==> src/rtl/solver_pkg.sv <==
// Definitions shared by the range-sum pipeline: sum widths, the default run
// length and the accumulator's FSM states.
`timescale 1ns / 1ps
package solver_pkg;

    localparam int unsigned SUM_WIDTH           = 64;
    localparam int unsigned HALF_WIDTH          = SUM_WIDTH / 2;
    localparam int unsigned DEFAULT_ENTRY_COUNT = 468;

    typedef enum logic [1:0] {
        ACCUM = 2'd0,
        DRAIN = 2'd1,
        DONE  = 2'd2
    } acc_state_e;

endpackage

==> src/rtl/contrib_accumulator_if.sv <==
// Contribution input and accumulator status bundle between the last arithmetic
// stage (master) and contrib_accumulator (slave).
`timescale 1ns / 1ps
interface contrib_accumulator_if
    import solver_pkg::*;
#(
    parameter int unsigned ENTRY_COUNT = DEFAULT_ENTRY_COUNT,
    parameter int unsigned WIDTH       = SUM_WIDTH
);

    localparam int unsigned CW = $clog2(ENTRY_COUNT + 1);

    logic             in_valid;
    logic             in_sub;
    logic [WIDTH-1:0] in_value;
    logic [WIDTH-1:0] total_sum;
    logic             done;
    logic [CW-1:0]    entry_count;
    logic             overflow;
    logic             extra_err;

    modport master (
        output in_valid,
        output in_sub,
        output in_value,
        input  total_sum,
        input  done,
        input  entry_count,
        input  overflow,
        input  extra_err
    );

    modport slave (
        input  in_valid,
        input  in_sub,
        input  in_value,
        output total_sum,
        output done,
        output entry_count,
        output overflow,
        output extra_err
    );

endinterface

==> src/rtl/half_adder_reg.sv <==
// One half of the split running-total adder: acc <= acc + op + cin when enabled,
// exposing the combinational sum and carry-out of that add.
`timescale 1ns / 1ps
module half_adder_reg
    import solver_pkg::*;
#(
    parameter int unsigned H = HALF_WIDTH
) (
    input  logic         clk,
    input  logic         rst,
    input  logic         en,
    input  logic [H-1:0] op,
    input  logic         cin,
    output logic [H-1:0] acc,
    output logic [H-1:0] sum,
    output logic         cout
);

    logic [H-1:0] acc_q;

    always_comb begin
        {cout, sum} = {1'b0, acc_q} + {1'b0, op} + {{H{1'b0}}, cin};
    end

    always_ff @(posedge clk or posedge rst) begin
        if (rst) begin
            acc_q <= '0;
        end else if (en) begin
            acc_q <= sum;
        end
    end

    assign acc = acc_q;

endmodule

==> src/rtl/contrib_accumulator.sv <==
// Terminal stage of the range-sum pipeline: folds signed contributions into a
// running total held in a two-stage split adder, and reports completion/misuse.
`timescale 1ns / 1ps
module contrib_accumulator
    import solver_pkg::*;
#(
    parameter int unsigned ENTRY_COUNT = DEFAULT_ENTRY_COUNT,
    parameter int unsigned WIDTH       = SUM_WIDTH
) (
    input  logic                  clk,
    input  logic                  rst,
    contrib_accumulator_if.slave  bus
);

    localparam int unsigned   H      = WIDTH / 2;
    localparam int unsigned   CW     = $clog2(ENTRY_COUNT + 1);
    localparam logic [CW-1:0] LAST   = CW'(ENTRY_COUNT);
    localparam logic [CW-1:0] PENULT = CW'(ENTRY_COUNT - 1);

    logic [WIDTH-1:0] op;
    logic             at_limit;
    logic             accept;
    logic             last_accept;

    logic [H-1:0]     lo_acc;
    logic             lo_cout;
    logic [H-1:0]     hi_acc;
    logic [H-1:0]     hi_sum;
    logic [H-1:0]     unused_lo_sum;
    logic             unused_hi_cout;

    logic [H-1:0]     hi_op_q;
    logic             hi_v_q;
    logic             carry_q;
    logic [CW-1:0]    cnt_q;
    logic [CW-1:0]    cnt_d;
    logic             ovf_q;
    logic             ovf_set;
    logic             extra_q;

    acc_state_e       state_q;
    acc_state_e       state_d;

    // The counter saturates at LAST, so "below ENTRY_COUNT" is simply "not at LAST".
    assign at_limit    = (cnt_q == LAST);
    assign accept      = bus.in_valid && !at_limit;
    assign last_accept = accept && (cnt_q == PENULT);

    // Subtraction as ~value + 1, with the +1 entering as the low-half carry-in.
    assign op = bus.in_sub ? ~bus.in_value : bus.in_value;

    half_adder_reg #(
        .H (H)
    ) u_stage_a (
        .clk  (clk),
        .rst  (rst),
        .en   (accept),
        .op   (op[H-1:0]),
        .cin  (bus.in_sub),
        .acc  (lo_acc),
        .sum  (unused_lo_sum),
        .cout (lo_cout)
    );

    half_adder_reg #(
        .H (H)
    ) u_stage_b (
        .clk  (clk),
        .rst  (rst),
        .en   (hi_v_q),
        .op   (hi_op_q),
        .cin  (carry_q),
        .acc  (hi_acc),
        .sum  (hi_sum),
        .cout (unused_hi_cout)
    );

    // Same-sign operands producing a different-sign result.
    always_comb begin
        ovf_set = hi_v_q && (hi_acc[H-1] == hi_op_q[H-1]) && (hi_sum[H-1] != hi_acc[H-1]);
    end

    always_comb begin
        cnt_d = cnt_q;
        if (accept) begin
            cnt_d = cnt_q + CW'(1);
        end
    end

    always_ff @(posedge clk or posedge rst) begin
        if (rst) begin
            hi_op_q <= '0;
            hi_v_q  <= 1'b0;
            carry_q <= 1'b0;
            cnt_q   <= '0;
            ovf_q   <= 1'b0;
            extra_q <= 1'b0;
        end else begin
            hi_v_q  <= accept;
            hi_op_q <= accept ? op[WIDTH-1:H] : '0;
            carry_q <= accept & lo_cout;
            cnt_q   <= cnt_d;
            ovf_q   <= ovf_q | ovf_set;
            extra_q <= extra_q | (bus.in_valid & at_limit);
        end
    end

    always_ff @(posedge clk or posedge rst) begin
        if (rst) begin
            state_q <= ACCUM;
        end else begin
            state_q <= state_d;
        end
    end

    always_comb begin
        state_d = state_q;
        unique case (state_q)
            ACCUM:   if (last_accept) state_d = DRAIN;
            DRAIN:   state_d = DONE;
            DONE:    state_d = DONE;
            default: state_d = ACCUM;
        endcase
    end

    always_comb begin
        bus.done = (state_q == DONE);
    end

    assign bus.total_sum   = {hi_acc, lo_acc};
    assign bus.entry_count = cnt_q;
    assign bus.overflow    = ovf_q;
    assign bus.extra_err   = extra_q;

endmodule

==> src/flat_wrapper.sv <==
// flat-port wrapper written by rule: the top's interface ports become plain ports
module contrib_accumulator_flat import solver_pkg::*;
#(
    parameter int unsigned ENTRY_COUNT = DEFAULT_ENTRY_COUNT,
    parameter int unsigned WIDTH       = SUM_WIDTH
)
  (clk, rst, bus_in_valid, bus_in_sub, bus_in_value, bus_total_sum, bus_done, bus_entry_count, bus_overflow, bus_extra_err);
  contrib_accumulator_if #(.ENTRY_COUNT(ENTRY_COUNT), .WIDTH(WIDTH)) bus_i ();
  input  logic clk;
  input  logic rst;
  input wire logic [$bits(bus_i.in_valid)-1:0] bus_in_valid;
  input wire logic [$bits(bus_i.in_sub)-1:0] bus_in_sub;
  input wire logic [$bits(bus_i.in_value)-1:0] bus_in_value;
  output wire logic [$bits(bus_i.total_sum)-1:0] bus_total_sum;
  output wire logic [$bits(bus_i.done)-1:0] bus_done;
  output wire logic [$bits(bus_i.entry_count)-1:0] bus_entry_count;
  output wire logic [$bits(bus_i.overflow)-1:0] bus_overflow;
  output wire logic [$bits(bus_i.extra_err)-1:0] bus_extra_err;
  assign bus_i.in_valid = bus_in_valid;
  assign bus_i.in_sub = bus_in_sub;
  assign bus_i.in_value = bus_in_value;
  assign bus_total_sum = bus_i.total_sum;
  assign bus_done = bus_i.done;
  assign bus_entry_count = bus_i.entry_count;
  assign bus_overflow = bus_i.overflow;
  assign bus_extra_err = bus_i.extra_err;
  contrib_accumulator #(.ENTRY_COUNT(ENTRY_COUNT), .WIDTH(WIDTH)) u_core (.clk(clk), .rst(rst), .bus(bus_i));
endmodule
==> config.mk <==
export PLATFORM = sky130hd
export DESIGN_NAME = contrib_accumulator_flat
export DESIGN_NICKNAME = d
export VERILOG_FILES = /design/src/rtl/solver_pkg.sv /design/src/rtl/contrib_accumulator_if.sv /design/src/rtl/half_adder_reg.sv /design/src/rtl/contrib_accumulator.sv /design/src/flat_wrapper.sv
export SDC_FILE = /design/constraint.sdc
export NUM_CORES = 1
export LEC_CHECK = 0
export ABC_AREA = 1
export CAP_MARGIN = 0
export CORE_MARGIN = 2
export CORE_UTILIZATION = 59
export DETAILED_ROUTE_END_ITERATION = 16
export PLACE_DENSITY = 0.87
export SLEW_MARGIN = 25
export SYNTH_ARGS = -nofsm -noshare
export SYNTH_HDL_FRONTEND = slang
export SYNTH_SLANG_ARGS = --single-unit
==> constraint.sdc <==
create_clock -name clk -period 7 [get_ports clk]
set_input_delay 0.7 -clock clk [delete_from_list [all_inputs] [get_ports clk]]
set_output_delay 0.7 -clock clk [all_outputs]
set_load 0.01 [all_outputs]
==> implementation parameters, run 1 <==
Parameter                              Value

Outcome
  Run status    finished clean

Critical path
  CP startpoint kind    input port
  Maximum net fanout on the critical path    39
  Start-to-end type of the worst setup path    input port to register
  Crit path arrival time    3540 ps
  Capturing element type of the critical path    register
  Worst Path Required    7260 ps

Floorplan
  I/O pin total    144
  Horiz. Die Dim    126 µm
  Area of the core region    14500 µm²
  Number of cell rows    44
  Die footprint    15900 µm²
  Die height    126 µm
  Starting utilization of the core area    60.3%

Timing
  Highest clock frequency the design can meet    305 MHz
  Setup repair after global routing missed its margin    no
  Final Skew    11.1 ps
  Slew of the pin with the lowest slew margin    855 ps
  Share of the clock period used by the worst path    46.8%
  Setup TNS    0 ps
  Number of pins with negative max-slew slack in the final report    0
  Worst setup slack after layout    3730 ps
  Worst slew margin    43.0%
  Final Hold Violating Endpoints    0
  Final setup fails    0
  Period minus WS final    3270 ps

Clock tree
  Clock transition time at the flip-flop clock pins of the worst setup and hold paths    80 ps
  Clk Latency, worst-skew pair    370 ps
  Maximum level of the CTS H-tree    3
  Post-CTS setup repair buffer count    0
  Quantity of gates resized following cts    0
  CTS tree    built
  Cell at the root of the clock tree    sky130_fd_sc_hd__clkbuf_16
  Cts-stage hold buffer count    0
  TritonCTS buffer count    9
  Clock buffer depth    2
  Number of sinks on the clock net    111

Synth
  Most repeated cell in the gate-level netlist after synthesis    sky130_fd_sc_hd__nand2_1
  Largest family of logic cells by synthesized area    simple AND/OR/NAND/NOR gates
  Register bit count reported by yosys    111
  Area fraction in and, or, nand and nor cells after synthesis    30.4%
  Yosys top cell by area    sky130_fd_sc_hd__dfrtp_1
  Share of synthesized area occupied by flip-flops and latches    31.7%
  Synthesized netlist cell count    1290
  Commonest cells in the synthesized netlist    sky130_fd_sc_hd__nand2_1 (434), sky130_fd_sc_hd__inv_1 (171), sky130_fd_sc_hd__nor2_1 (121)
  Synthesized cell area    8770 µm²
  Leading cell types by total area after synthesis    sky130_fd_sc_hd__dfrtp_1 (32%), sky130_fd_sc_hd__nand2_1 (19%), sky130_fd_sc_hd__ha_1 (9.4%), sky130_fd_sc_hd__inv_1 (7.3%), sky130_fd_sc_hd__xnor2_1 (5.9%)
  Count of synthesis-stage warnings from yosys    0
  Number of enable flip-flop cells after synthesis    0
  Share of the synthesized area in the top cell type    31.7%
  XOR/XNOR share of the synthesized area    9.69%
  Top_reg_cell synth    sky130_fd_sc_hd__dfrtp_1
  Adder and majority gate portion of the synthesized area    10.1%
  Cell variety after synth    31
  Multiplexer fraction of the synthesized cell area    0%
  Net count after synthesis    1427
  Post-synthesis average cell area    6.80 µm²
  Synth async-reset ratio    100%
  Synth Area in Compound Gates    9.16%

Power
  Cell Pwr Density    399 nW/µm²
  Leakage    5.50 nW
  Power, Total    4.23 mW
  IR drop worst, VDD    238 µV

Drt
  DR DRC count    0
  Drt wl/cell    14.6 µm
  Routed Antenna Nets    0
  Mean number of vias per cell    5.39
  Aggregate routed wire length    23600 µm
  1st-pass router iterations    5
  Initial DRC count    677
  Total via count in the routed design    8694

Placed design
  Final weighted congestion in routability-driven placement    0.945
  Worst setup slack before clock tree synthesis    3380 ps
  Detail Placement HPWL    18400 µm
  Input/output buffers    143

Worst hold path
  Path class of the lowest-slack min-delay path    register to register

GRT
  Combined global-route utilization of all metal layers    30.6%
  Global-route wire length before repair    39800 µm
  Antenna violations before repair    0
  Remaining global-route overflow    0
  Number of global-route vias before repair    8589
  Pin count of the biggest net entering global routing    84

Final layout
  Layout cells sized above 1    2.17%
  Layout Nets    1560
  Syn-to-layout area delta    20.9%
  Diodes inserted    0

Job
  Number of max-cap violations    0
[routing by layer]
layer	wire, µm	vias up	share of wire, %	track usage [%]
met5	0	-	0	0
met4	808	0	3.4	11.8
met3	1140	67	4.8	4.38
met2	11700	300	50	54.3
met1	9950	3999	42	37.7
li1	-	4328	-	-
[where the power goes]
part	leakage, nW	switching (mW)	internal (mW)	total (mW)
logic	3.99	1.51	1.11	2.63
registers	1.37	0.222	0.868	1.09
clock network	0.139	0.268	0.248	0.516
total	5.50	2.00	2.23	4.23
[state kept, by name, indices dropped and copies added (netlist names)]
register,flops
u_core.hi_op_q,32
u_core.u_stage_a.acc,32
u_core.u_stage_b.acc,32
u_core.bus.entry_count,9
u_core.state_q,2
u_core.bus.extra_err,1
u_core.bus.overflow,1
u_core.carry_q,1
u_core.hi_v_q,1
[through the flow]
stage | cells | hold slack (ps) | util (%) | instance area, µm²
2_1_floorplan | 1290 | 500 | - | 8770
3_3_place_gp | 1596 | 453 | 71.0 | 10300
3_5_place_dp | 1596 | 465 | 71.0 | 10300
4_1_cts | 1612 | 483 | 72.9 | 10600
5_1_grt | 1612 | 513 | 72.9 | 10600
6_report | 1612 | 486 | 72.9 | 10600
[cell families (layout without fill, tap and decap cells)]
group / count (synthesis) / in the layout
AOI/OAI and AO/OA: 154 / 154
adders and majority gates: 69 / 69
and+or+nand+nor: 663 / 663
DFF: 111 / 111
xor gates and xnor gates: 97 / 97
buffers and inverters: 196 / 334
[cell usage in the layout, fill, tap and decap left out, drive strengths merged]
cell	instances
nand3b	5
and3	1
buf	5
nand4	9
a31oi	1
nor2	122
o21ai	75
xor2	38
or2	1
clkbuf	9
nor3	11
nand3	77
nand2	435
inv	175
dfrtp	111
a21oi	70
o21bai	7
and2	1
a21o	1
ha	66
xnor2	59
fa	3
clkdlybuf4s50	142
clkinvlp	1
clkinv	2
nor4	1
[final cells by class]
class	instances	area (µm²)
multi-input combinational	983	5210
timing repair buffer	147	1460
clock buffer	9	225
inverter	171	644
tap	184	230
sequential	111	2780
clock inverter	7	55.1
fill	1239	3930
[critical path: stages]
cell and delay (ps):
sky130_fd_sc_hd__buf_4 510, sky130_fd_sc_hd__buf_4 510, sky130_fd_sc_hd__xor2_1 140, sky130_fd_sc_hd__ha_1 390
sky130_fd_sc_hd__nand2_1 160, sky130_fd_sc_hd__o21ai_0 370, sky130_fd_sc_hd__inv_1 130, sky130_fd_sc_hd__nand2_1 90
sky130_fd_sc_hd__nand2_1 100, sky130_fd_sc_hd__nand3_1 130, sky130_fd_sc_hd__nand2_1 60, sky130_fd_sc_hd__a21oi_1 200
[path summary, 6_finish.rpt]
| check | slack (ps) | cells after the start | to | start |
|---|---|---|---|---|
| min reg2reg | 490 | 2 | u_core.bus.overflow | u_core.bus.overflow |
| max reg2reg | 4020 | 11 | u_core.bus.entry_count[7] | u_core.bus.entry_count[5] |
| min in group asynchronous | 700 | 2 | u_core.bus.entry_count[7] | rst |
| max in group asynchronous | 5230 | 3 | u_core.hi_op_q[27] | rst |
| min | 490 | 2 | u_core.bus.overflow | u_core.bus.overflow |
| max | 3730 | 12 | u_core.carry_q | bus_in_sub |
Note: power is estimated with default switching activity, not from simulation.
==> run 2: changes to the inputs <==
Settings changed: CORE_UTILIZATION 59 to 50, PLACE_DENSITY 0.87 to 0.79.
Clock period 7 ns to 2.8 ns, I/O delays scaled along.
==> implementation parameters, run 2 (synthesis gave the netlist of run 1 again) <==
Parameter                              Value

Critical path
  CP startpoint kind    register
  Start-to-end type of the worst setup path    register to register
  Capturing element type of the critical path    register
  CP max-delay cell    sky130_fd_sc_hd__fa_1
  Stage delay of the slowest cell on the critical path    470 ps
  Worst Path Required    3050 ps
  Cell Chain, Critical Path    inv_1 -> fa_1 -> inv_1 -> fa_1 -> nand2_1 -> o21ai_2 -> nand2_1 -> nand2_1 -> nand2_1 -> nand2_1 -> nand2_1 -> nand2_1 -> nand2_1 -> nand3_1 -> nand2_1
  Maximum net fanout on the critical path    4
  CP most frequent cell    sky130_fd_sc_hd__nand2_1
  Crit path arrival time    2730 ps

Clock tree
  Clock transition time at the flip-flop clock pins of the worst setup and hold paths    80 ps
  Clock buffer depth    2
  Number of sinks on the clock net    111
  Clk Latency, worst-skew pair    360 ps
  Maximum level of the CTS H-tree    3
  Cell at the root of the clock tree    sky130_fd_sc_hd__clkbuf_16
  Cts-stage hold buffer count    0
  Quantity of gates resized following cts    0
  Post-CTS setup repair buffer count    0
  TritonCTS buffer count    9
  CTS tree    built

Drt
  Drt wl/cell    14.5 µm
  DR DRC count    0
  Initial DRC count    542
  Total via count in the routed design    8554
  Mean number of vias per cell    5.15
  Routed Antenna Nets    0
  Aggregate routed wire length    24100 µm
  1st-pass router iterations    7

Worst hold path
  Path class of the lowest-slack min-delay path    input port to asynchronous set/reset pin

Floorplan
  Number of cell rows    48
  Horiz. Die Dim    136 µm
  Starting utilization of the core area    50.9%
  I/O pin total    144
  Die height    136 µm
  Area of the core region    17200 µm²
  Die footprint    18600 µm²

Final layout
  Layout Nets    1569
  Layout cells sized above 1    2.78%
  Most common cell after layout, fill and taps aside    sky130_fd_sc_hd__nand2_1
  Utilization after layout    62.4%
  Diodes inserted    0
  Syn-to-layout area delta    22.7%
  Total area of sequential cells    2780 µm²
  Commonest non-fill, non-tap cells in the layout    sky130_fd_sc_hd__nand2_1 (433), sky130_fd_sc_hd__inv_1 (170), sky130_fd_sc_hd__clkdlybuf4s50_1 (142)
  Multi-input logic area    5210 µm²
  Finished Layout Cells    1662
  Biggest regs    u_core.hi_op_q x32, u_core.u_stage_a.acc x32, u_core.u_stage_b.acc x32
  Fill count    1642

GRT
  Remaining global-route overflow    0
  Combined global-route utilization of all metal layers    26.6%
  Number of global-route vias before repair    8276
  Busiest metal layer after global routing    met2
  Pin count of the biggest net entering global routing    58
  Global-route wire length before repair    39100 µm
  Antenna violations before repair    0
  Met2 demand-to-capacity share in global routing    47.7%
  GR Layer Usage met3    4.29%
  GR met1 Demand/Resource    31.7%

Timing
  Number of pins with negative max-slew slack in the final report    0
  Highest clock frequency the design can meet    402 MHz
  Setup TNS    0 ps
  Period minus WS final    2490 ps
  Setup repair after global routing missed its margin    no
  Final Hold Violating Endpoints    0
  Final setup fails    0
  Final Skew    11.6 ps
  Worst setup slack after layout    315 ps
  Slew of the pin with the lowest slew margin    590 ps
  Share of the clock period used by the worst path    88.8%
  Worst slew margin    60.6%

Power
  Leakage    5.56 nW
  Cell Pwr Density    984 nW/µm²
  IR drop worst, VDD    604 µV

Outcome
  Run status    finished clean

Placed design
  Detail Placement HPWL    18900 µm
  Worst setup slack before clock tree synthesis    233 ps
  Final weighted congestion in routability-driven placement    0.973
  Input/output buffers    143
  Placed cell count    1646

Job
  Number of max-cap violations    0
[run 2: cell types whose count changed in the layout (fill, tap and decap cells not counted)]
cell,delta
sky130_fd_sc_hd__clkbuf_8,+1
sky130_fd_sc_hd__buf_12,+3
sky130_fd_sc_hd__clkinv_4,+1
sky130_fd_sc_hd__buf_4,+7
sky130_fd_sc_hd__inv_6,-2
sky130_fd_sc_hd__clkinv_2,+1
sky130_fd_sc_hd__buf_6,-1
sky130_fd_sc_hd__inv_4,-1
[run 2: metal layers]
metal  up-vias  wire, µm
li1       4341         -
met4         0       768
met5         -         0
met2       237     12000
met1      3928     10200
met3        48      1100
[run 2: final cells by class]
class | count | area share [%]
Clock buffer | 10 | 2.22
Clock inverter | 6 | 0.407
Inverter | 171 | 6.00
Multi-Input combinational cell | 983 | 48.4
Sequential cell | 111 | 25.8
Tap cell | 225 | 2.62
Timing Repair Buffer | 156 | 14.5
[run 2: through the flow]
stage | cell area, µm² | hold slack [ps] | total power, mW
2_1_floorplan | 8770 | 415 | 6.87
3_3_place_gp | 10500 | 449 | 9.15
3_5_place_dp | 10500 | 453 | 9.26
4_1_cts | 10800 | 327 | 10.6
5_1_grt | 10800 | 366 | 11.6
6_report | 10800 | 320 | 10.6
[run 2: final timing paths]
kind | from | to | slack [ps] | cells after the start
max | u_core.u_stage_b.acc[0] | u_core.u_stage_b.acc[30] | 310 | 15
min reg2reg | u_core.bus.overflow | u_core.bus.overflow | 470 | 2
max in group asynchronous | rst | u_core.u_stage_b.acc[27] | 1670 | 3
min | rst | u_core.u_stage_a.acc[28] | 320 | 2
min in group clk | u_core.bus.overflow | u_core.bus.overflow | 470 | 2
max reg2reg | u_core.u_stage_b.acc[0] | u_core.u_stage_b.acc[30] | 310 | 15
[run 2: where the power goes]
part	switching, mW	internal [mW]	total (mW)
sequential	0.528	2.17	2.70
clock	0.641	0.637	1.28
combinational	3.81	2.80	6.61
[run 2: worst max-delay path: cells and delay by family (launching register included)]
kind	cells	cell delay (ps)
fa+ha+maj	2	700
flops	1	380
compound gates	1	240
buf+inv	2	180
simple gates	10	880
